===== src/rtl/wash_pkg.sv =====
// Shared definitions for the wash cycle controller.
//   state_t      : FSM state type, encoding visible on the phase output
//   FREQ_*       : clk_freq select codes (prescale multiplier 1x/2x/4x/8x)
//   scale_prescale(): cycles per second for a base rate and a frequency code
package wash_pkg;

  typedef enum logic [2:0] {
    ST_IDLE  = 3'd0,
    ST_FILL  = 3'd1,
    ST_WASH  = 3'd2,
    ST_RINSE = 3'd3,
    ST_SPIN  = 3'd4,
    ST_DONE  = 3'd5
  } state_t;

  localparam logic [1:0] FREQ_1X = 2'b00;
  localparam logic [1:0] FREQ_2X = 2'b01;
  localparam logic [1:0] FREQ_4X = 2'b10;
  localparam logic [1:0] FREQ_8X = 2'b11;

  // The frequency code is the shift amount: each step doubles the clock rate.
  function automatic logic [31:0] scale_prescale(input logic [31:0] base,
                                                 input logic [1:0]  freq);
    return base << freq;
  endfunction

endpackage


===== src/rtl/wash_cycle_controller_if.sv =====
// Control/status bundle between the machine front panel and the controller.
//   master : front panel side, drives the requests and the clock-rate select
//   slave  : controller side, drives phase and the actuator/status outputs
// soft_rst is active-low; all other requests are active-high.
interface wash_cycle_controller_if;
  import wash_pkg::*;

  logic       soft_rst;
  logic       coin_in;
  logic       double_wash;
  logic       timer_pause;
  logic [1:0] clk_freq;

  logic [2:0] phase;
  logic       valve_open;
  logic       motor_on;
  logic       busy;
  logic       wash_done;

  modport master (
    output soft_rst, coin_in, double_wash, timer_pause, clk_freq,
    input  phase, valve_open, motor_on, busy, wash_done
  );

  modport slave (
    input  soft_rst, coin_in, double_wash, timer_pause, clk_freq,
    output phase, valve_open, motor_on, busy, wash_done
  );

endinterface


===== src/rtl/wash_cycle_controller_phase_timer.sv =====
// phase_timer: prescaler (0..c_value-1) feeding a seconds counter
// (0..sec_limit-1).
//   clear     : synchronous clear of both counters (wins over enable)
//   enable    : advance the prescaler this cycle; low freezes both counters
//   c_value   : clk cycles per second
//   sec_limit : seconds in the current phase
//   expire    : high in the last enabled cycle of the phase
module phase_timer (
  input  logic        clk,
  input  logic        rst_n,
  input  logic        clear,
  input  logic        enable,
  input  logic [31:0] c_value,
  input  logic [31:0] sec_limit,
  output logic        expire
);

  logic [31:0] presc_q;
  logic [31:0] sec_q;
  logic        presc_last;
  logic        sec_last;

  assign presc_last = (presc_q == c_value - 32'd1);
  assign sec_last   = (sec_q == sec_limit - 32'd1);
  assign expire     = enable && presc_last && sec_last;

  // NOTE: sequential state uses non-blocking assignments so every register
  // samples pre-edge values regardless of statement order.
  always_ff @(posedge clk or negedge rst_n) begin
    if (!rst_n) begin
      presc_q <= '0;
      sec_q   <= '0;
    end else if (clear) begin
      presc_q <= '0;
      sec_q   <= '0;
    end else if (enable) begin
      if (presc_last) begin
        presc_q <= '0;
        sec_q   <= sec_last ? 32'd0 : sec_q + 32'd1;
      end else begin
        presc_q <= presc_q + 32'd1;
      end
    end
  end

endmodule


===== src/rtl/wash_cycle_controller.sv =====
// wash_cycle_controller: IDLE -> FILL -> WASH -> RINSE [-> WASH -> RINSE]
// -> SPIN -> DONE -> IDLE, each timed phase lasting PHASE_SEC seconds of
// (PRESCALE_BASE << clk_freq) clock cycles.
//   clk, rst_n : clock, asynchronous active-low reset
//   bus        : slave side of wash_cycle_controller_if
//                inputs  soft_rst (sync, active-low abort), coin_in,
//                        double_wash, timer_pause (SPIN only), clk_freq
//                outputs phase, valve_open, motor_on, busy, wash_done
// clk_freq and double_wash are captured when the coin starts a cycle and
// are ignored for the rest of it.
module wash_cycle_controller
  import wash_pkg::*;
#(
  parameter int unsigned PRESCALE_BASE = 1_000_000,
  parameter int unsigned FILL_SEC      = 120,
  parameter int unsigned WASH_SEC      = 300,
  parameter int unsigned RINSE_SEC     = 120,
  parameter int unsigned SPIN_SEC      = 60
) (
  input logic                       clk,
  input logic                       rst_n,
  wash_cycle_controller_if.slave    bus
);

  state_t      state_q;
  state_t      state_next;
  logic        second_pass_q;
  logic [1:0]  freq_q;
  logic        double_q;

  logic        paused;
  logic        timer_en;
  logic        timer_clear;
  logic        expire;
  logic [31:0] c_value;
  logic [31:0] sec_limit;

  // Pause only bites in SPIN; elsewhere it is a no-op.
  assign paused  = (state_q == ST_SPIN) && bus.timer_pause;
  assign c_value = scale_prescale(32'(PRESCALE_BASE), freq_q);

  always_comb begin
    sec_limit = 32'd1;
    timer_en  = 1'b0;
    unique case (state_q)
      ST_FILL:  begin sec_limit = 32'(FILL_SEC);  timer_en = 1'b1;    end
      ST_WASH:  begin sec_limit = 32'(WASH_SEC);  timer_en = 1'b1;    end
      ST_RINSE: begin sec_limit = 32'(RINSE_SEC); timer_en = 1'b1;    end
      ST_SPIN:  begin sec_limit = 32'(SPIN_SEC);  timer_en = !paused; end
      default:  ;
    endcase
  end

  // Any state change (including a soft abort) restarts the timer from zero.
  assign timer_clear = (state_next != state_q) || !bus.soft_rst;

  phase_timer u_timer (
    .clk       (clk),
    .rst_n     (rst_n),
    .clear     (timer_clear),
    .enable    (timer_en),
    .c_value   (c_value),
    .sec_limit (sec_limit),
    .expire    (expire)
  );

  // NOTE: next-state takes its default first so no path leaves it unassigned
  // and no latch is inferred.
  always_comb begin
    state_next = state_q;
    if (!bus.soft_rst) begin
      state_next = ST_IDLE;
    end else begin
      case (state_q)
        ST_IDLE:  if (bus.coin_in) state_next = ST_FILL;
        ST_FILL:  if (expire)      state_next = ST_WASH;
        ST_WASH:  if (expire)      state_next = ST_RINSE;
        ST_RINSE: if (expire)      state_next = (double_q && !second_pass_q) ? ST_WASH
                                                                             : ST_SPIN;
        // expire is already masked by pause through the timer enable.
        ST_SPIN:  if (expire)      state_next = ST_DONE;
        ST_DONE:                   state_next = ST_IDLE;
        default:                   state_next = ST_IDLE;
      endcase
    end
  end

  // NOTE: only control registers exist here, so every one of them is put in
  // a known state by the asynchronous reset.
  always_ff @(posedge clk or negedge rst_n) begin
    if (!rst_n) begin
      state_q       <= ST_IDLE;
      second_pass_q <= 1'b0;
      freq_q        <= FREQ_1X;
      double_q      <= 1'b0;
    end else begin
      state_q <= state_next;
      if (!bus.soft_rst || state_q == ST_IDLE) begin
        second_pass_q <= 1'b0;
      end else if (state_q == ST_RINSE && state_next == ST_WASH) begin
        second_pass_q <= 1'b1;
      end
      if (state_q == ST_IDLE && state_next == ST_FILL) begin
        freq_q   <= bus.clk_freq;
        double_q <= bus.double_wash;
      end
    end
  end

  // Outputs decode the registered state; only motor_on sees the live pause.
  assign bus.phase      = state_q;
  assign bus.valve_open = (state_q == ST_FILL);
  assign bus.motor_on   = (state_q == ST_WASH) || (state_q == ST_RINSE) ||
                          ((state_q == ST_SPIN) && !bus.timer_pause);
  assign bus.busy       = (state_q != ST_IDLE);
  assign bus.wash_done  = (state_q == ST_DONE);

endmodule


===== src/flat_wrapper.sv =====
// flat-port wrapper written by rule: the top's interface ports become plain ports
module wash_cycle_controller_flat import wash_pkg::*;
#(
  parameter int unsigned PRESCALE_BASE = 1_000_000,
  parameter int unsigned FILL_SEC      = 120,
  parameter int unsigned WASH_SEC      = 300,
  parameter int unsigned RINSE_SEC     = 120,
  parameter int unsigned SPIN_SEC      = 60
)
  (clk, rst_n, bus_soft_rst, bus_coin_in, bus_double_wash, bus_timer_pause, bus_clk_freq, bus_phase, bus_valve_open, bus_motor_on, bus_busy, bus_wash_done);
  wash_cycle_controller_if bus_i ();
  input logic clk;
  input logic rst_n;
  input wire logic [$bits(bus_i.soft_rst)-1:0] bus_soft_rst;
  input wire logic [$bits(bus_i.coin_in)-1:0] bus_coin_in;
  input wire logic [$bits(bus_i.double_wash)-1:0] bus_double_wash;
  input wire logic [$bits(bus_i.timer_pause)-1:0] bus_timer_pause;
  input wire logic [$bits(bus_i.clk_freq)-1:0] bus_clk_freq;
  output wire logic [$bits(bus_i.phase)-1:0] bus_phase;
  output wire logic [$bits(bus_i.valve_open)-1:0] bus_valve_open;
  output wire logic [$bits(bus_i.motor_on)-1:0] bus_motor_on;
  output wire logic [$bits(bus_i.busy)-1:0] bus_busy;
  output wire logic [$bits(bus_i.wash_done)-1:0] bus_wash_done;
  assign bus_i.soft_rst = bus_soft_rst;
  assign bus_i.coin_in = bus_coin_in;
  assign bus_i.double_wash = bus_double_wash;
  assign bus_i.timer_pause = bus_timer_pause;
  assign bus_i.clk_freq = bus_clk_freq;
  assign bus_phase = bus_i.phase;
  assign bus_valve_open = bus_i.valve_open;
  assign bus_motor_on = bus_i.motor_on;
  assign bus_busy = bus_i.busy;
  assign bus_wash_done = bus_i.wash_done;
  wash_cycle_controller #(.PRESCALE_BASE(PRESCALE_BASE), .FILL_SEC(FILL_SEC), .WASH_SEC(WASH_SEC), .RINSE_SEC(RINSE_SEC), .SPIN_SEC(SPIN_SEC)) u_core (.clk(clk), .rst_n(rst_n), .bus(bus_i));
endmodule

===== config.mk =====
export PLATFORM = sky130hd
export DESIGN_NAME = wash_cycle_controller_flat
export DESIGN_NICKNAME = d
export VERILOG_FILES = /design/src/rtl/wash_pkg.sv /design/src/rtl/wash_cycle_controller_if.sv /design/src/rtl/wash_cycle_controller_phase_timer.sv /design/src/rtl/wash_cycle_controller.sv /design/src/flat_wrapper.sv
export SDC_FILE = /design/constraint.sdc
export NUM_CORES = 1
export LEC_CHECK = 0
export ABC_AREA = 1
export BUFFER_PORTS_ARGS = -buffer_cell sky130_fd_sc_hd__buf_2
export CAP_MARGIN = 25
export CORE_MARGIN = 1.5
export CORE_UTILIZATION = 57
export DETAILED_ROUTE_END_ITERATION = 16
export GPL_TIMING_DRIVEN = 0
export HOLD_SLACK_MARGIN = 0.15
export PLACE_DENSITY = 0.84
export SLEW_MARGIN = 20
export SYNTH_ARGS = -nofsm -noshare
export SYNTH_HDL_FRONTEND = slang
export SYNTH_SLANG_ARGS = --single-unit
export TNS_END_PERCENT = 10

===== constraint.sdc =====
create_clock -name clk -period 2.4 [get_ports clk]
set_input_delay 0.6 -clock clk [delete_from_list [all_inputs] [get_ports clk]]
set_output_delay 0.6 -clock clk [all_outputs]
set_load 0.005 [all_outputs]

==> impl_results.md <==
- Share of the synthesized area in the top cell type: 33.24%
- Clock sinks: 71
- Max stage delay on crit path: 0.47 ns
- Diode count: 0
- Layout cells sized above 1: 20.05%
- Power density over the cells: 448.4 mW/mm²
- TritonCTS clock tree: yes
- Clock Tree Root: clkbuf_8
- Core area: 0.009153 mm²
- Leakage: 0.002653 µW
- Slew @ Worst Pin: 0.5540 ns
- Commonest non-fill, non-tap cell in the layout: nand2_1
- Hold Crit Class: in -> async
- Max_cap viols: 0
- Slew headroom: 62.78%
- Cells after DPL: 953
- Req. time, crit path: 2.69 ns
- Failing checks: setup timing
- Total track usage: 32.50%
- Vias per inst: 5.663
- Die W: 99.84 µm
- Flop pwr share: 41.8%
- RSZ-0062 raised after global routing: true
- CP endpoint kind: register
- Final number of max-transition violations: 0
- Synthesis Warnings: 0
- Commonest non-fill, non-tap cells in the layout: nand2_1 (166), inv_1 (138), nor2_1 (113)
- Worst vdd ir: 0.3590 mV
- Gr ovfl total: 0
- Post-Syn Nets: 844
- IO Count: 15
- Clk_skew: 0.01132 ns
- Dpl cell area: 0.005577 mm²
- Placer Congestion: 0.9865
- Max Buffers Root-to-Sink: 2
- Top layer reached by signal wires: met4
- Most used cell along the critical path: nor2_2
- Synthesized instance count: 827
- Power Total: 2957 µW
- Via count: 5657
- Antenna-violating nets left: 0
- Top cells by area, synth: dfrtp_1 (33%), nand2_1 (12%), nor2_1 (12%)
- Startpoint Class: register
- WL/cell: 15.88 µm
- Final worst-path setup slack: -0.3691 ns
- Yosys top cell by area: dfrtp_1
- Crit path time final: 2.769 ns
- Switch Pwr: 880.1 µW
- Initial antenna violation count: 0
- Num CTS Buffers: 9
- Initial Utilization: 58.40%
- WL final: 15.86 mm
- DPL Wire Length: 10.31 mm
- Clock transition at path regs: 0.08 ns
- First-pass DRT Iterations: 5
- H-tree depth: 3
- Vias in the first global route: 5476
- Net count, final: 901
- First-pass GRT wire length: 25.67 mm
- Metal3 WL: 957 µm
- Chip Height: 99.84 µm
- Design area: 0.006594 mm²
- Worst Path Max Fanout: 5
- Cell area after synthesis: 0.005345 mm²
- Status: complete, but fails checks
- Final Setup Violations: 67
- Residual DRC: 0
- Sequential area share after synthesis: 33.24%
- CP cell instances: inv_4 > ha_4 > nor2_2 > nor2_2 > nand2_2 > nor2_2 > nand3b_1 > nor2_4 > nand4_1 > nand2_2 > nand2_2 > nand2_4 > nand2_4 > nand2_4 > nand3_4 > buf_12 > buf_12 > buf_8 > nor2_2
- Die area: 0.009967 mm²
- WP data arrival: 3.06 ns
- Final Hold Viols: 0
- Yosys cell types: 43
- Initial drt markers: 440
- Internal power: 2076 µW
- Syn avg cell area: 6.463 µm²
- Crit Path Class: reg -> reg
- Fmax: 0.3611 GHz
- Tcrit/Tclk final: 115.4%
- Rows: 35
- Combinational Power Share: 20.5%
- Worst skew pair latency: 0.36 ns
- Slowest CP cell: dfrtp_2
- Clock Power Share: 37.7%
- FF+latch count, synth: 71
- Met1 WL: 6.437 mm
- Routed wl met2: 7.924 mm
- Port Buf Inserts: 14
- Area grow syn2layout: 23.36%
- Pin count of the biggest net entering global routing: 41
- Sw Ratio: 29.77%
- Final Non-Filler Cells: 999
[cell type report]
cell class / instances / area [µm²]
Multi-Input combinational cell: 591 / 3307
Clock inverter: 5 / 81.33
Fill cell: 717 / 2559
Buffer: 21 / 158.9
Timing Repair Buffer: 45 / 434.2
Clock buffer: 10 / 137.6
Sequential cell: 71 / 1782
Tap cell: 111 / 138.9
Inverter: 145 / 554.3
[synth_stat cells, drive strengths merged]
master / instances
nor4: 4
nand2: 180
and3: 1
xnor2: 11
or2: 1
or4: 1
a31oi: 3
nor4b: 1
nand3: 39
a32oi: 2
o31ai: 8
a21oi: 10
a2bb2oi: 1
or3: 1
o21ai: 50
and2: 1
o22ai: 3
ha: 9
o22a: 1
o211ai: 1
a22oi: 1
dfrtp: 71
clkbuf: 11
o21a: 2
xor2: 27
nor2: 168
nand3b: 3
nand4: 27
a21boi: 1
buf: 10
inv: 145
nor3b: 1
nor3: 31
a22o: 1
[stage by stage]
step	hold slack (ns)	setup WS, ns	utilization [%]	setup TNS, ns
6_report	0.1768	-0.3691	72.04	-19.33
3_5_place_dp	0.5116	-0.6621	60.93	-35.55
2_1_floorplan	0.3044	0.03770	-	0
5_1_grt	0.2150	-0.4900	72.04	-28.20
3_3_place_gp	0.4804	-0.6118	60.68	-36.87
4_1_cts	0.1958	-0.2371	69.39	-12.52
[cell families (layout without fill, tap and decap cells)]
family / Yosys count / after routing / synth area share (%)
DFF: 71 / 71 / 33.24
adders and majority gates: 9 / 9 / 2.107
AOI/OAI and AO/OA: 84 / 84 / 8.966
and+or+nand+nor: 459 / 460 / 36.84
xor gates and xnor gates: 38 / 38 / 6.227
buffers and inverters: 166 / 226 / 12.62
[power by group through the flow]
stage / Sequential [µW] / Combinational (µW) / Clock (µW)
global route: 1240 / 652 / 1170
finish: 1240 / 608 / 1110
CTS: 1230 / 540 / 1110
detailed placement: 1250 / 346 / 0
global placement: 1250 / 341 / 0
floorplan: 1250 / 239 / 0
[registers in the layout (all words and copies together), names as in the netlist]
register and cells:
u_core.u_timer.presc_q 32, u_core.u_timer.sec_q 32, u_core.bus.phase 3, u_core.freq_q 2, u_core.double_q 1, u_core.second_pass_q 1
[layer usage]
layer	vias to the layer above	global-route usage, %
li1	2716	-
met1	2648	39.23
met2	242	56.62
met3	51	4.248
met4	0	17.12
met5	-	0
[path summary, 6_finish.rpt]
kind                                                 startpoint                               endpoint  slack [ns]  depth (start not counted)
setup reg to reg                   u_core.freq_q[0]$_DFFE_PN0P_   u_core.u_timer.sec_q[24]$_DFFE_PN0P_       -0.37                         19
setup / recovery                   u_core.freq_q[0]$_DFFE_PN0P_   u_core.u_timer.sec_q[24]$_DFFE_PN0P_       -0.37                         19
min in group clk                                bus_clk_freq[0]           u_core.freq_q[0]$_DFFE_PN0P_        0.49                          3
max in group asynchronous                                 rst_n          u_core.bus.phase[0]$_DFF_PN0_        1.64                          2
hold / removal                                            rst_n  u_core.u_timer.presc_q[9]$_DFFE_PN0P_        0.18                          1
hold reg to reg            u_core.u_timer.sec_q[31]$_DFFE_PN0P_   u_core.u_timer.sec_q[31]$_DFFE_PN0P_        0.55                          3
[timing repair]
| item | 4_1_cts | 5_1_grt |
|---|---|---|
| gates resized for setup | 70 | 83 |
| pin swaps | 16 | 21 |
| hold buffers | 0 | 0 |
| setup endpoints to repair | 71 | 69 |
| buffers inserted | 22 | 4 |
| cloned | 7 | 0 |
[worst max-delay path: cells and delay by family, from the launching register on]
family	cells	cell delay, ns
AND/OR/NAND/NOR	14	1.45
buffers and inverters	4	0.55
flip-flops	1	0.47
adder cells (fa/ha/maj)	1	0.22
Note: power is estimated with default switching activity, not from simulation.
